## config.mk

```make
export PLATFORM = sky130hd
export DESIGN_NAME = keypad_scanner
export DESIGN_NICKNAME = d
export VERILOG_FILES = /design/src/rtl/keypad_scanner.sv
export SDC_FILE = /design/constraint.sdc
export NUM_CORES = 1
export LEC_CHECK = 0
export CAP_MARGIN = 30
export CELL_PAD_IN_SITES_DETAIL_PLACEMENT = 1
export CELL_PAD_IN_SITES_GLOBAL_PLACEMENT = 2
export CORE_MARGIN = 4
export CORE_UTILIZATION = 42
export CTS_CLUSTER_DIAMETER = 60
export CTS_CLUSTER_SIZE = 12
export DETAILED_ROUTE_END_ITERATION = 6
export GPL_TIMING_DRIVEN = 0
export PLACE_DENSITY_LB_ADDON = 0.1
export SETUP_SLACK_MARGIN = 0.4
export SYNTH_ARGS = -nofsm -noshare
export SYNTH_HDL_FRONTEND = slang
export SYNTH_SLANG_ARGS = --single-unit
```

## constraint.sdc

```tcl
create_clock -name clk -period 5.5 [get_ports clk]
set_input_delay 0.825 -clock clk [delete_from_list [all_inputs] [get_ports clk]]
set_output_delay 0.825 -clock clk [all_outputs]
set_load 0.05 [all_outputs]
```

## src/rtl/keypad_scanner.sv

```systemverilog
// ============================================================================
// keypad_scanner
// ----------------------------------------------------------------------------
// Row-scanning 4x4 matrix keypad controller with debounce.
//
// One row is driven at a time (one-hot on row_out) for SCAN_DIV clock cycles.
// The synchronized column lines are inspected once per dwell period, on the
// last cycle of the dwell (the "sample cycle"). A detected press freezes the
// scan on that row and must read back the same column pattern for
// DEBOUNCE_CNT further samples before it is accepted. A single-column press
// decodes to key_value and pulses key_valid. A multi-column press pulses
// key_error instead. Either way, the key is then held until DEBOUNCE_CNT
// consecutive all-zero samples are seen, after which scanning resumes.
//
// Parameters
//   BASE          10 or 16, selects the key legend (decimal pad or hex pad)
//   SCAN_DIV      cycles each row is driven, 4..65535
//   DEBOUNCE_CNT  consecutive matching samples to accept press/release, 1..255
//
// Ports
//   clk        system clock, rising edge
//   rst_n      asynchronous active-low reset
//   col_in     raw column lines, active-high, asynchronous to clk
//   row_out    one-hot row drive, bit0 = top row
//   key_value  decoded value of the last accepted key
//   key_valid  one-cycle strobe, key_value has just been updated
//   key_held   level, a key is accepted and not yet released
//   key_error  one-cycle strobe, stable multi-column press rejected
// ============================================================================
module keypad_scanner #(
    parameter int BASE         = 10,
    parameter int SCAN_DIV     = 1000,
    parameter int DEBOUNCE_CNT = 8
) (
    input  logic       clk,
    input  logic       rst_n,
    input  logic [3:0] col_in,
    output logic [3:0] row_out,
    output logic [3:0] key_value,
    output logic       key_valid,
    output logic       key_held,
    output logic       key_error
);

    typedef enum logic [1:0] {
        S_SCAN,
        S_DEBOUNCE,
        S_HELD,
        S_RELEASE
    } state_t;

    // ------------------------------------------------------------------------
    // Column synchronizer
    // ------------------------------------------------------------------------
    logic [3:0] r_col_meta;
    logic [3:0] r_col_s;

    always_ff @(posedge clk or negedge rst_n) begin
        if (!rst_n) begin
            r_col_meta <= 4'b0000;
            r_col_s    <= 4'b0000;
        end else begin
            r_col_meta <= col_in;
            r_col_s    <= r_col_meta;
        end
    end

    // ------------------------------------------------------------------------
    // Dwell counter: free-running 0..SCAN_DIV-1. The FSM only reacts on the
    // last count, so every row gets a full dwell of settle time before its
    // columns are judged.
    // ------------------------------------------------------------------------
    logic [15:0] r_dwell;
    logic        w_sample;

    assign w_sample = (r_dwell == 16'(SCAN_DIV - 1));

    always_ff @(posedge clk or negedge rst_n) begin
        if (!rst_n) begin
            r_dwell <= 16'd0;
        end else if (w_sample) begin
            r_dwell <= 16'd0;
        end else begin
            r_dwell <= r_dwell + 16'd1;
        end
    end

    // ------------------------------------------------------------------------
    // Key decode
    // ------------------------------------------------------------------------
    // One-hot to index; only meaningful for one-hot inputs, which is the
    // only case in which the result is used.
    function automatic logic [1:0] f_idx(input logic [3:0] oh);
        logic [1:0] idx;
        idx = 2'd0;
        case (oh)
            4'b0010: idx = 2'd1;
            4'b0100: idx = 2'd2;
            4'b1000: idx = 2'd3;
            default: idx = 2'd0;
        endcase
        return idx;
    endfunction

    // Row-major {row,col} index to key legend.
    //   decimal pad:  1 2 3 A / 4 5 6 B / 7 8 9 C / E 0 F D
    //   hex pad:      0 1 2 3 / 4 5 6 7 / 8 9 A B / C D E F
    function automatic logic [3:0] f_decode(input logic [3:0] row,
                                            input logic [3:0] col);
        logic [3:0] pos;
        logic [3:0] val;
        pos = {f_idx(row), f_idx(col)};
        val = pos;
        if (BASE != 16) begin
            case (pos)
                4'd0:    val = 4'h1;
                4'd1:    val = 4'h2;
                4'd2:    val = 4'h3;
                4'd3:    val = 4'hA;
                4'd4:    val = 4'h4;
                4'd5:    val = 4'h5;
                4'd6:    val = 4'h6;
                4'd7:    val = 4'hB;
                4'd8:    val = 4'h7;
                4'd9:    val = 4'h8;
                4'd10:   val = 4'h9;
                4'd11:   val = 4'hC;
                4'd12:   val = 4'hE;
                4'd13:   val = 4'h0;
                4'd14:   val = 4'hF;
                default: val = 4'hD;
            endcase
        end
        return val;
    endfunction

    // ------------------------------------------------------------------------
    // Scan / debounce FSM with registered outputs
    // ------------------------------------------------------------------------
    state_t     r_state;
    logic [3:0] r_row;
    logic [3:0] r_col_lat;
    logic [7:0] r_deb;
    logic [3:0] r_key_value;
    logic       r_key_valid;
    logic       r_key_held;
    logic       r_key_error;

    logic [3:0] w_row_next;
    logic       w_deb_done;
    logic       w_col_zero;

    assign w_row_next = {r_row[2:0], r_row[3]};
    assign w_col_zero = (r_col_s == 4'b0000);
    // True on the sample that would bring the count up to DEBOUNCE_CNT.
    assign w_deb_done = (({1'b0, r_deb} + 9'd1) == 9'(DEBOUNCE_CNT));

    always_ff @(posedge clk or negedge rst_n) begin
        if (!rst_n) begin
            r_state     <= S_SCAN;
            r_row       <= 4'b0001;
            r_col_lat   <= 4'b0000;
            r_deb       <= 8'd0;
            r_key_value <= 4'd0;
            r_key_valid <= 1'b0;
            r_key_held  <= 1'b0;
            r_key_error <= 1'b0;
        end else begin
            r_key_valid <= 1'b0;
            r_key_error <= 1'b0;

            case (r_state)
                S_SCAN: begin
                    if (w_sample) begin
                        if (w_col_zero) begin
                            r_row <= w_row_next;
                        end else begin
                            // Row stays put so the same key keeps being seen.
                            r_col_lat <= r_col_s;
                            r_deb     <= 8'd0;
                            r_state   <= S_DEBOUNCE;
                        end
                    end
                end

                S_DEBOUNCE: begin
                    if (w_sample) begin
                        if (r_col_s == r_col_lat) begin
                            if (w_deb_done) begin
                                r_deb      <= 8'd0;
                                r_state    <= S_HELD;
                                r_key_held <= 1'b1;
                                if ($onehot(r_col_lat)) begin
                                    r_key_value <= f_decode(r_row, r_col_lat);
                                    r_key_valid <= 1'b1;
                                end else begin
                                    r_key_error <= 1'b1;
                                end
                            end else begin
                                r_deb <= r_deb + 8'd1;
                            end
                        end else begin
                            // Bounce or pattern change: give up on this row.
                            r_row   <= w_row_next;
                            r_state <= S_SCAN;
                        end
                    end
                end

                S_HELD: begin
                    // Column changes while held (rolling onto another key in
                    // the same row) are deliberately ignored; only a full
                    // release is acted on.
                    if (w_sample && w_col_zero) begin
                        r_deb   <= 8'd0;
                        r_state <= S_RELEASE;
                    end
                end

                S_RELEASE: begin
                    if (w_sample) begin
                        if (w_col_zero) begin
                            if (w_deb_done) begin
                                r_deb      <= 8'd0;
                                r_row      <= w_row_next;
                                r_key_held <= 1'b0;
                                r_state    <= S_SCAN;
                            end else begin
                                r_deb <= r_deb + 8'd1;
                            end
                        end else begin
                            r_state <= S_HELD;
                        end
                    end
                end

                default: begin
                    r_state <= S_SCAN;
                end
            endcase
        end
    end

    assign row_out   = r_row;
    assign key_value = r_key_value;
    assign key_valid = r_key_valid;
    assign key_held  = r_key_held;
    assign key_error = r_key_error;

endmodule

```

Word-level counts from Yosys, hierarchy flattened
Memory sizes are Yosys's and may differ from the RTL's. A register that Yosys moved wholly into a read port is not among the register bits.
Cells that the tools add are included.
{ "op_classes": {"n_addsub": 6, "eq_ne": 26, "mux": 57, "bitwise_logic": 1, "n_reduce_logical": 12} }
{ "op_table": {"columns": ["operator", "n"], "rows": [
  ["$mux 8", 8],
  ["$mux 2", 19],
  ["$pmux 8 s4", 1],
  ["$mux 4", 7],
  ["$ne 2x2->1 const B", 11],
  ["$reduce_and 7->1", 3],
  ["$add 16x1->16 const B", 1],
  ["$eq 16x10->1 const B", 1],
  ["$mux 1", 16],
  ["$mux 16", 1],
  ["$pmux 2 s3", 2],
  ["$pmux 4 s3", 1],
  ["$add 8x1->9 const B", 1],
  ["$eq 9x4->1 const B", 1],
  ["$add 8x1->8 const B", 1],
  ["$eq 4x2->1 const B", 2],
  ["$eq 4x3->1 const B", 2],
  ["$eq 4x4->1 const B", 2],
  ["$pmux 2 s4", 1],
  ["$reduce_and 8->1", 1],
  ["$ne 3x3->1 const B", 2],
  ["$reduce_and 5->1", 1],
  ["$add 1x1->2", 2],
  ["$eq 2x2->1 const B", 2],
  ["13 further kinds", 13]
]} }
{ "word_totals": {"regBits": 45, "rom_bits": 64, "input_bits": 6, "wordCells": 113, "memories": 1} }
{ "mem_list": {"columns": ["memory", "depth", "word_bits", "rd", "rd_ports_with_merged_regs", "wr", "line", "text"], "rows": [
  ["(name not given)", 16, 4, 1, 1, 0, "115", "case (pos)"]
]} }

Depth between registers and ports, before layout
{ "logic_depth": {"ltp_word": 8, "depth_mapped": 10, "mapped_depth_nobuf": 10} }

Least setup slack after synthesis
No wires, ideal clock.
{ "synth_timing": {"kind": "reg-to-reg", "startpoint": "register r_col_lat[3]", "endpoint": "register r_key_value[0] (netlist: key_value[0])", "setup_time_ns": 0.125, "arrival_time_ns": 2.336, "t_required_ns": 5.375, "slack_ns": 3.040, "path_stages_with_launch": 11, "cell_sequence": "dfrtp_1 -> clkbuf_2 -> inv_1 -> fa_1 -> inv_1 -> ha_1 -> ha_1 -> nor2_1 -> nand2_1 -> nor4_4 -> mux2_2"} }
{ "synth_via": {"elab_chain_len": 7, "word_cells_on_any_way": 14} }
{ "synth_lines": {"columns": ["item", "line", "text"], "rows": [
  ["from (decl)", "142", "logic [3:0] r_col_lat;"],
  ["from (signal assigned)", "179", "r_col_lat <= r_col_s;"],
  ["$eq 4x4->1, or another cell as far along", "96", "case (oh)"],
  ["$pmux 2 s3", "96", null],
  ["$mux 2", "193", "if ($onehot(r_col_lat)) begin"],
  ["$mux 2", "189", "if (w_deb_done) begin"],
  ["$mux 2", "188", "if (r_col_s == r_col_lat) begin"],
  ["$mux 2", "187", "if (w_sample) begin"],
  ["$mux 2", "172", "case (r_state)"],
  ["to (decl)", "144", "logic [3:0] r_key_value;"]
]} }
Parallel ways exist; a longest one is shown, timed or not. The select of a mux whose other input is x is not followed.
A chain may end at the register's enable or synchronous reset.

Worst setup path after layout
{ "layout_timing": {"startpoint": "register r_col_lat[3]", "endpoint": "register r_key_value[2] (netlist: key_value[2])"} }
Same word-level chain as after synthesis.

==> flow_metrics.tcl <==
set metrics [dict create \
    outcome "finished clean" \
    end_kind "flop" \
    synthSimpleGateAreaFrac_pct 19.7 \
    grt-ovfl-total 0 \
    setup_violations 0 \
    syn_avg_cell_area_um2 10.5 \
    setup-tns-final_ps 0 \
    cp_data_arrival_time_ps 2880 \
    hpwl_mm 4.09 \
    p_leak_nw 1.43 \
    grt_pass1_wl_mm 10.0 \
    cts_tree "yes" \
    synth_top_family_by_area "simple AND/OR/NAND/NOR gates" \
    slew_viol_final 0 \
    clock_path_buffers 2 \
    muxShareOfSynthArea_pct 7.92 \
    die_area_mm2 0.00786 \
    grt_max_degree 28 \
    core_area_mm2 0.00635 \
    synth_area_mm2 0.00273 \
    worst_hold_slack_ps 357 \
    clk_pin_slew_ps 100 \
    num_antenna_cells 0 \
    fin_nets 306 \
    synth_top_flop_cell "dfrtp_1" \
    post_cts_buffers 0 \
    io_buffers 16 \
    start_util_pct 43.0 \
    drt_first_iter_violations 80 \
    synth-compound-area-share_pct 9.12 \
    area_growth_pct 14.2 \
    critPathRequiredTime_ps 5690 \
    ys_types 53 \
    period_share_pct 48.8 \
    htreeDepth 2 \
    clock_skew_ps 10.8 \
    clockRootBuffer "clkbuf_8" \
    ys_ff_latch 49 \
    power_density_mw_per_mm2 209 \
    synth_fa_ha_area_share_pct 8.06 \
    num_vias 1960 \
    path_class "reg -> reg" \
    cts_hold_buf 0 \
    clkSinkCount 49 \
    cts_made_buffers 5 \
    cp_max_fo 5 \
    grt_pass1_vias 2055 \
    clock_latency_ps 310 \
    grtUsageTotal_pct 16.1 \
    viasPerCell 5.43 \
    min_path_type "reg -> reg" \
    antenna_found_initial 0 \
    synth_edf_count 0 \
    synth_xor_xnor_area_share_pct 7.05 \
    gp_congestion 0.739 \
    period_needed_ps 2690 \
    drcViolationCount 0 \
    die_y_um 88.6 \
    first_pass_iters 4 \
    synth-seq-area-share_pct 44.9 \
    postRouteAntennaNets 0 \
    syn-num-nets 282 \
    maxSlewHeadroom_pct 53.4 \
    cp-start-kind "flop" \
    die_w_um 88.6 \
    routedWlPerCell_um 15.4 \
    synthCells 259 \
    cap_violations 0 \
    boundaryPins 17 \
    tightest_slew_ps 693 \
    post_cts_resized 0 \
    async_flop_share_pct 100 \
    rsz0062_at_grt "no" \
    num_rows 29 \
    ys_warn_count 0 \
    finalWirelength_mm 5.57 \
    vdd_drop_max_mv 0.112 \
    hold_violations 0 \
    drive_above_1_share_pct 15.5 \
    fmax_mhz 372 \
]
[power by group]
group | switching (mW) | internal [mW]
Combinational | 0.00887 | 0.00608
Clock | 0.133 | 0.139
Sequential | 0.00176 | 0.363
Total | 0.144 | 0.508
[Yosys cell counts, types with 4 or more instances]
cell | n | area (µm²)
xnor2_1 | 12 | 105
dfrtp_1 | 48 | 1200
mux2i_1 | 7 | 70.1
mux2_2 | 13 | 146
o21ai_0 | 12 | 60.1
nand4_1 | 6 | 37.5
nand3_1 | 11 | 55.1
ha_1 | 16 | 200
nor3_1 | 11 | 55.1
xor2_1 | 10 | 87.6
nand2_1 | 20 | 75.1
inv_1 | 15 | 56.3
nor2_1 | 20 | 75.1
a21oi_1 | 4 | 20.0
[cell families (layout without fill, tap and decap cells)]
logic type               count (synthesis)  in the layout
adder cells (fa/ha/maj)                 17             17
AND/OR/NAND/NOR                         95             95
flip-flops                              49             49
XOR/XNOR                                22             22
buffers and inverters                   21             46
AO/OA/AOI/OAI                           35             35
multiplexers                            20             20
[metrics by stage]
stage	utilization [%]	power, mW	setup slack (ps)	std cells	cell area (µm²)
3_3_place_gp	47.1	0.386	2040	352	2990
2_1_floorplan	-	0.374	3040	259	2730
4_1_cts	49.1	0.663	2780	361	3120
3_5_place_dp	47.3	0.388	2800	353	3000
5_1_grt	49.1	0.682	2640	361	3120
6_report	49.1	0.652	2810	361	3120
[final timing paths]
path / startpoint / endpoint / slack (ps) / cells after the start
max in group asynchronous: rst_n / r_dwell[1]$_DFF_PN0_ / 4460 / 2
hold reg to reg: r_col_meta[3]$_DFF_PN0_ / r_col_s[3]$_DFF_PN0_ / 360 / 0
setup / recovery: r_col_lat[3]$_DFFE_PN0P_ / key_value[2]$_DFFE_PN0P_ / 2810 / 10
setup reg to reg: r_col_lat[3]$_DFFE_PN0P_ / key_value[2]$_DFFE_PN0P_ / 2810 / 10
hold / removal: r_col_meta[3]$_DFF_PN0_ / r_col_s[3]$_DFF_PN0_ / 360 / 0
min in group asynchronous: rst_n / row_out[2]$_DFFE_PN0P_ / 500 / 1
[state kept, by name, indices dropped and copies added, names as in the netlist]
name        cells
r_deb           8
r_dwell        16
r_state         2
row_out         4
r_col_s         4
key_valid       1
key_error       1
r_col_meta      4
key_value       4
r_col_lat       4
key_held        1
[worst max-delay path, cell delays in order (launching register included)]
cell and delay (ps):
dfrtp_1 330, clkbuf_2 180, inv_1 80, fa_1 480, inv_1 40, ha_1 170, ha_1 270, nor2_1 110
nand2_1 130, nor4_4 420, mux2_2 380
[placed cells by master (no fill, tap or decap), drive strengths merged, types with 2 or more instances in the layout]
cell / netlist / routed
a211o: 2 / 2
nand4: 8 / 8
dfrtp: 48 / 48
nor3: 11 / 11
or3: 2 / 2
nand3: 11 / 11
o21ai: 14 / 14
nor4: 2 / 2
and2: 3 / 3
mux2i: 7 / 7
a31oi: 2 / 2
or2: 3 / 3
a22o: 2 / 2
ha: 16 / 16
mux2: 13 / 13
nand2: 20 / 20
and4: 2 / 2
nand2b: 3 / 3
or4: 3 / 3
clkdlybuf4s50: 0 / 15
xor2: 10 / 10
xnor2: 12 / 12
a21oi: 5 / 5
nor4b: 2 / 2
nor2: 20 / 20
o41ai: 2 / 2
inv: 15 / 17
buf: 2 / 4
clkbuf: 4 / 9
and3: 3 / 3
[area by class of cell]
| type | count | area, µm² |
|---|---|---|
| plain buffers | 6 | 32.5 |
| clock buffers | 5 | 68.8 |
| clock inverters | 3 | 47.5 |
| fillers | 709 | 3230 |
| inverters | 15 | 56.3 |
| multi-input cells | 189 | 1420 |
| flip-flops and latches | 49 | 1230 |
| well taps | 77 | 96.3 |
| repair buffers | 17 | 175 |
[metal layers]
layer  vias up  GRT usage, %  wire (µm)
met5         -             0          0
met4         0          2.88         46
met3         5          3.07        162
met2        19          27.5       2710
met1       981          21.6       2650
li1        955             -          -
No activity file was read; power rests on OpenSTA's default activity.
